## config.mk

```make
export PLATFORM = sky130hd
export DESIGN_NAME = gray_frame_streamer
export DESIGN_NICKNAME = d
export VERILOG_FILES = /design/src/rtl/gray_frame_streamer.sv
export SDC_FILE = /design/constraint.sdc
export NUM_CORES = 1
export LEC_CHECK = 0
export CAP_MARGIN = 20
export CELL_PAD_IN_SITES_DETAIL_PLACEMENT = 1
export CELL_PAD_IN_SITES_GLOBAL_PLACEMENT = 1
export CORE_UTILIZATION = 39
export DETAILED_ROUTE_END_ITERATION = 8
export HOLD_SLACK_MARGIN = 0.12
export PLACE_DENSITY = 0.84
export REMOVE_ABC_BUFFERS = 1
export SLEW_MARGIN = 20
export SYNTH_ARGS = -nofsm -noshare
export SYNTH_HDL_FRONTEND = slang
export SYNTH_SLANG_ARGS = --single-unit
```

## constraint.sdc

```tcl
create_clock -name clk -period 2.5 [get_ports clk]
set_input_delay 0.25 -clock clk [delete_from_list [all_inputs] [get_ports clk]]
set_output_delay 0.25 -clock clk [all_outputs]
set_load 0.02 [all_outputs]
```

## src/rtl/gray_frame_streamer.sv

```systemverilog
// ----------------------------------------------------------------------------
// gray_frame_streamer
//
// Purpose:
//   Turns a valid/ready stream of 8-bit gray pixels into a raster-timed
//   camera-style frame interface (vsync / href / clken / pixel). A five-state
//   FSM walks one frame as VSYNC, VBACK, ACTIVE and VFRONT lines. A horizontal
//   counter paces every line and a vertical counter counts lines inside the
//   current state. Pixels are pulled from the source only during the active
//   part of ACTIVE lines. If the source has nothing to offer, timing carries
//   on regardless: a zero pixel is emitted and a sticky underflow flag is set.
//
// Ports:
//   clk              pixel clock
//   rst              synchronous active-high reset
//   enable           start frames / keep streaming (sampled in IDLE and at
//                    the end of every frame)
//   pix_valid        source pixel available
//   pix_data[7:0]    source gray pixel
//   pix_ready        combinational; a pixel is consumed on pix_ready&pix_valid
//   per_frame_vsync  frame sync, registered (one cycle behind the FSM)
//   per_frame_href   line valid, registered copy of pix_ready
//   per_frame_clken  pixel valid, registered copy of pix_ready
//   per_img_y[7:0]   gray pixel output
//   frame_done       one-cycle pulse after the last VFRONT line ends
//   underflow        sticky; set by any pix_ready cycle without pix_valid
// ----------------------------------------------------------------------------
module gray_frame_streamer #(
    parameter int H_ACTIVE  = 640,
    parameter int H_BLANK   = 160,
    parameter int V_ACTIVE  = 480,
    parameter int VSYNC_LEN = 2,
    parameter int V_BACK    = 33,
    parameter int V_FRONT   = 10
) (
    input  logic       clk,
    input  logic       rst,
    input  logic       enable,
    input  logic       pix_valid,
    input  logic [7:0] pix_data,
    output logic       pix_ready,
    output logic       per_frame_vsync,
    output logic       per_frame_href,
    output logic       per_frame_clken,
    output logic [7:0] per_img_y,
    output logic       frame_done,
    output logic       underflow
);

    // ------------------------------------------------------------------------
    // Geometry and counter sizing
    // ------------------------------------------------------------------------
    function automatic int max2(input int a, input int b);
        return (a > b) ? a : b;
    endfunction

    localparam int LINE_LEN  = H_ACTIVE + H_BLANK;
    localparam int MAX_LINES = max2(max2(VSYNC_LEN, V_BACK), max2(V_ACTIVE, V_FRONT));
    localparam int CNT_MAX   = max2(LINE_LEN, MAX_LINES);
    // One width serves both counters; it holds the larger of the line length
    // and the longest per-state line count.
    localparam int CW        = $clog2(CNT_MAX + 1);

    localparam logic [CW-1:0] H_LAST     = CW'(LINE_LEN - 1);
    localparam logic [CW-1:0] H_ACT_END  = CW'(H_ACTIVE);
    localparam logic [CW-1:0] VSYNC_LAST = CW'(VSYNC_LEN - 1);
    localparam logic [CW-1:0] VBACK_LAST = CW'(V_BACK - 1);
    localparam logic [CW-1:0] VACT_LAST  = CW'(V_ACTIVE - 1);
    localparam logic [CW-1:0] VFRNT_LAST = CW'(V_FRONT - 1);

    typedef enum logic [2:0] {
        ST_IDLE   = 3'd0,
        ST_VSYNC  = 3'd1,
        ST_VBACK  = 3'd2,
        ST_ACTIVE = 3'd3,
        ST_VFRONT = 3'd4
    } state_t;

    // ------------------------------------------------------------------------
    // State and registers
    // ------------------------------------------------------------------------
    state_t          state_q, state_d;
    logic [CW-1:0]   h_cnt_q, h_cnt_d;
    logic [CW-1:0]   v_cnt_q, v_cnt_d;

    logic            vsync_q, vsync_d;
    logic            href_q, href_d;
    logic            clken_q, clken_d;
    logic [7:0]      y_q, y_d;
    logic            frame_done_q, frame_done_d;
    logic            underflow_q, underflow_d;

    // ------------------------------------------------------------------------
    // Shared timing decodes
    // ------------------------------------------------------------------------
    logic running;      // any state other than IDLE
    logic h_wrap;       // last cycle of the current line
    logic last_line;    // v_cnt sits on the final line of the current state
    logic state_end;    // last cycle of the current state
    logic pix_take;     // pixel consumed this cycle
    logic pix_miss;     // slot offered but the source had nothing

    always_comb begin
        running   = (state_q != ST_IDLE);
        h_wrap    = running && (h_cnt_q == H_LAST);

        last_line = 1'b0;
        unique case (state_q)
            ST_VSYNC:  last_line = (v_cnt_q == VSYNC_LAST);
            ST_VBACK:  last_line = (v_cnt_q == VBACK_LAST);
            ST_ACTIVE: last_line = (v_cnt_q == VACT_LAST);
            ST_VFRONT: last_line = (v_cnt_q == VFRNT_LAST);
            default:   last_line = 1'b0;
        endcase

        state_end = h_wrap && last_line;
    end

    // ------------------------------------------------------------------------
    // FSM process 1: state register (plus counters and output flops)
    // ------------------------------------------------------------------------
    always_ff @(posedge clk) begin
        if (rst) begin
            state_q      <= ST_IDLE;
            h_cnt_q      <= '0;
            v_cnt_q      <= '0;
            vsync_q      <= 1'b0;
            href_q       <= 1'b0;
            clken_q      <= 1'b0;
            y_q          <= 8'd0;
            frame_done_q <= 1'b0;
            underflow_q  <= 1'b0;
        end else begin
            state_q      <= state_d;
            h_cnt_q      <= h_cnt_d;
            v_cnt_q      <= v_cnt_d;
            vsync_q      <= vsync_d;
            href_q       <= href_d;
            clken_q      <= clken_d;
            y_q          <= y_d;
            frame_done_q <= frame_done_d;
            underflow_q  <= underflow_d;
        end
    end

    // ------------------------------------------------------------------------
    // FSM process 2: next-state and counter logic
    // ------------------------------------------------------------------------
    always_comb begin
        state_d = state_q;
        unique case (state_q)
            ST_IDLE:   if (enable)    state_d = ST_VSYNC;
            ST_VSYNC:  if (state_end) state_d = ST_VBACK;
            ST_VBACK:  if (state_end) state_d = ST_ACTIVE;
            ST_ACTIVE: if (state_end) state_d = ST_VFRONT;
            // enable is only looked at here, so dropping it mid-frame lets the
            // current frame run to completion.
            ST_VFRONT: if (state_end) state_d = enable ? ST_VSYNC : ST_IDLE;
            default:   state_d = ST_IDLE;
        endcase
    end

    always_comb begin
        h_cnt_d = '0;
        v_cnt_d = '0;
        if (running) begin
            h_cnt_d = h_wrap ? '0 : h_cnt_q + 1'b1;
            // v_cnt restarts with every state so each state counts its own lines.
            if (state_end) begin
                v_cnt_d = '0;
            end else if (h_wrap) begin
                v_cnt_d = v_cnt_q + 1'b1;
            end else begin
                v_cnt_d = v_cnt_q;
            end
        end
    end

    // ------------------------------------------------------------------------
    // FSM process 3: output logic
    // ------------------------------------------------------------------------
    always_comb begin
        pix_ready = (state_q == ST_ACTIVE) && (h_cnt_q < H_ACT_END);
        pix_take  = pix_ready && pix_valid;
        pix_miss  = pix_ready && !pix_valid;

        vsync_d      = (state_q == ST_VSYNC);
        href_d       = pix_ready;
        clken_d      = pix_ready;
        frame_done_d = (state_q == ST_VFRONT) && state_end;
        underflow_d  = underflow_q | pix_miss;

        // A missing pixel still occupies its slot; it is shown as black so
        // the raster geometry never shifts.
        y_d = y_q;
        if (pix_take) begin
            y_d = pix_data;
        end else if (pix_miss) begin
            y_d = 8'd0;
        end
    end

    assign per_frame_vsync = vsync_q;
    assign per_frame_href  = href_q;
    assign per_frame_clken = clken_q;
    assign per_img_y       = y_q;
    assign frame_done      = frame_done_q;
    assign underflow       = underflow_q;

endmodule
```

==> results.toml <==
[power_and_ir_drop]
peakVddDrop_uv = 224.8
p_leak_uw = 0.0006531
power_density_nw_per_um2 = 521.9
p_total_uw = 1045

[worst_setup_path]
cpLargestDelayFamily = "buffers and inverters"
crit_path_top_delay_cell = "clkdlybuf4s50_1"
crit_buf_inv = 2
cp_cell_sequence = "nor2b_1, nand3_1, clkinv_1, clkdlybuf4s50_1"
cp.arrival_ns = 2.04
crit_fanout = 10
rrSetupSlack_ns = 0.36
crit_path_max_incr_delay_ns = 0.64
crit_path_end_kind = "output pin"
crit_required_ns = 2.25
startpoint_type = "flop"
criticalPathCategory = "flop to output pin"

[floorplanning]
coreArea_um2 = 4000
die_w_um = 66.63
io_pins = 26
die_h_um = 66.63
start_util_pct = 40.73
die_area_um2 = 4440
row_count = 23

[sta]
finalSetupTns_ns = 0
max_freq_ghz = 0.4357
fin_crit_ns = 2.295
grt_setup_unrepaired = "false"
fin_skew_ns = 0.005548
period_share_pct = 91.80
max-slew-margin-rel_pct = 60.40
hold_violations = 0
tightestPinTransition_ns = 0.5895
finalMaxSlewViolations = 0
setup_viol = 0

[clock_network]
root_buffer = "clkbuf_8"
cts.sinks = 35
insertion_delay_ns = 0.29
cts_setup_buffers = 0
clock_path_buffers = 2
cts_buffers = 5
clk_pin_slew_worst_paths_ns = 0.07
cts_tree = "built"
post_cts_resize_count = 0
ctsHtreeMaxLevel = 2
cts_hold_buf = 0

[global_routing]
grt_util_all_layers_pct = 19.76
met2_usage_pct = 34.34
antenna_found_initial = 0
grt_pass1_vias = 1398
global_route.usage.met3_pct = 6.164
grt_overflow_total = 0
use_met1_pct = 21.76
grt_max_degree = 15
busiest_layer = "met2"
grt_pass1_wl_um = 6327

[detailed_routing]
drtPass1Iterations = 3
drc = 0
wire_per_inst_um = 14.42
vias = 1434
drtIter0Drc = 59
via_per_inst = 5.272
routed_wl_um = 3922
drtAntennaViolNets = 0

[synth]
ys_seq_area_share_pct = 43.01
synth-seq-cells = 35
syn_area_um2 = 1629
synth_edf_count = 0
synth_cells = 198
yosysWarnings = 0
ys_types = 39
synthArstFlopShare_pct = 0
synth.avg_cell_area_um2 = 8.228
synth_flop_cell = "dfxtp_1"

[layout]
multi_input_area_um2 = 848.3
area_growth_syn_to_layout_pct = 22.96
drive_above_1_share_pct = 8.559
fin_util_pct = 50.08
fillers = 480
regArea_um2 = 700.7
fin_nets = 235
num_antenna_cells = 0

[placement]
hpwlAfterDp_um = 2720
place.gp.congestion = 0.8137
port_buffers = 25

[run]
cap_violations = 0

[hold_path]
hold_class = "flop to flop"

[run_status]
status = "finished, final reports clean"
logic make-up (layout without fill, tap and decap cells):
kind of cell	after synthesis	in the layout	share of synthesized area (%)
simple gates	99	99	32.03
flops	35	35	43.01
compound gates	25	25	8.525
buf+inv	19	43	4.915
xor+xnor	15	15	8.065
mux	3	3	1.920
fa+ha+maj	2	2	1.536
placed cells by master (no fill, tap or decap), types with 7 or more instances in the layout:
cell,Yosys,final
nor2_1,22,22
dfxtp_1,35,35
nor3_1,12,12
xor2_1,8,8
nand3_1,17,17
nand2_1,16,16
a21oi_1,11,11
o21ai_0,9,9
xnor2_1,7,7
clkdlybuf4s50_1,0,25
layer usage:
metal | vias to the layer above | share of wire, %
met5 | - | 0
met4 | 0 | 1.8
met2 | 18 | 49
met3 | 5 | 2.8
met1 | 680 | 46
li1 | 731 | -
metrics by stage:
stage | std cells | hold slack, ns | setup WS, ns | instance area, µm²
floorplan | 184 | 0.3191 | 0.3027 | 1568
global placement | 264 | 0.4381 | 0.4534 | 1918
detailed placement | 264 | 0.4497 | 0.3710 | 1918
CTS | 272 | 0.4621 | 0.1969 | 2003
global route | 272 | 0.4748 | 0.1069 | 2003
finish | 272 | 0.4525 | 0.2051 | 2003
report_power, final:
| group | internal, µW | switching, µW |
|---|---|---|
| clock | 195 | 212 |
| combinational | 31.5 | 41.1 |
| sequential | 563 | 3.12 |
area by class of cell:
type	instances	share of cell area [%]
clock buffer	6	3.623
sequential	35	34.98
timing repair buffer	30	14.37
inverter	5	0.9369
multi-input combinational	144	42.35
tap	50	3.123
clock inverter	2	0.6246
sequential cells by signal, summed over array words and instances, names as in the netlist:
| signal | flops |
|---|---|
| frame_done | 1 |
| h_cnt_q | 10 |
| underflow | 1 |
| state_q | 3 |
| v_cnt_q | 10 |
| per_frame_vsync | 1 |
| per_frame_clken | 1 |
| per_img_y | 8 |
Yosys cell counts (2+ instances only):
library cell | count | area, µm²
nand4_1 | 4 | 25.02
mux2i_1 | 2 | 20.02
clkbuf_1 | 8 | 30.03
nor2b_1 | 4 | 25.02
o21ai_0 | 9 | 45.04
o211ai_1 | 2 | 15.01
and3_1 | 2 | 12.51
nor3_1 | 12 | 60.06
xnor2_1 | 7 | 61.31
or3_1 | 5 | 31.28
nand2_1 | 16 | 60.06
inv_1 | 4 | 15.01
nor4_1 | 5 | 31.28
nor2_1 | 22 | 82.58
xor2_1 | 8 | 70.07
ha_1 | 2 | 25.02
a21oi_1 | 11 | 55.05
nand3_1 | 17 | 85.08
dfxtp_1 | 35 | 700.7
buf_2 | 4 | 20.02
worst min-delay path: cells and delay by family (launching register included):
kind | cells | cell delay, ns
AOI/OAI and AO/OA | 1 | 0.05
DFF | 1 | 0.31
and+or+nand+nor | 1 | 0.05
path summary, 6_finish.rpt:
kind,start,end,cells after the start
worst min-delay path,per_img_y[2],per_img_y[2],2
worst max register to register,h_cnt_q[0],state_q[2],6
worst max-delay path,state_q[2],pix_ready,4
worst min register to register,per_img_y[2],per_img_y[2],2
(Power assumes the default switching activity.)
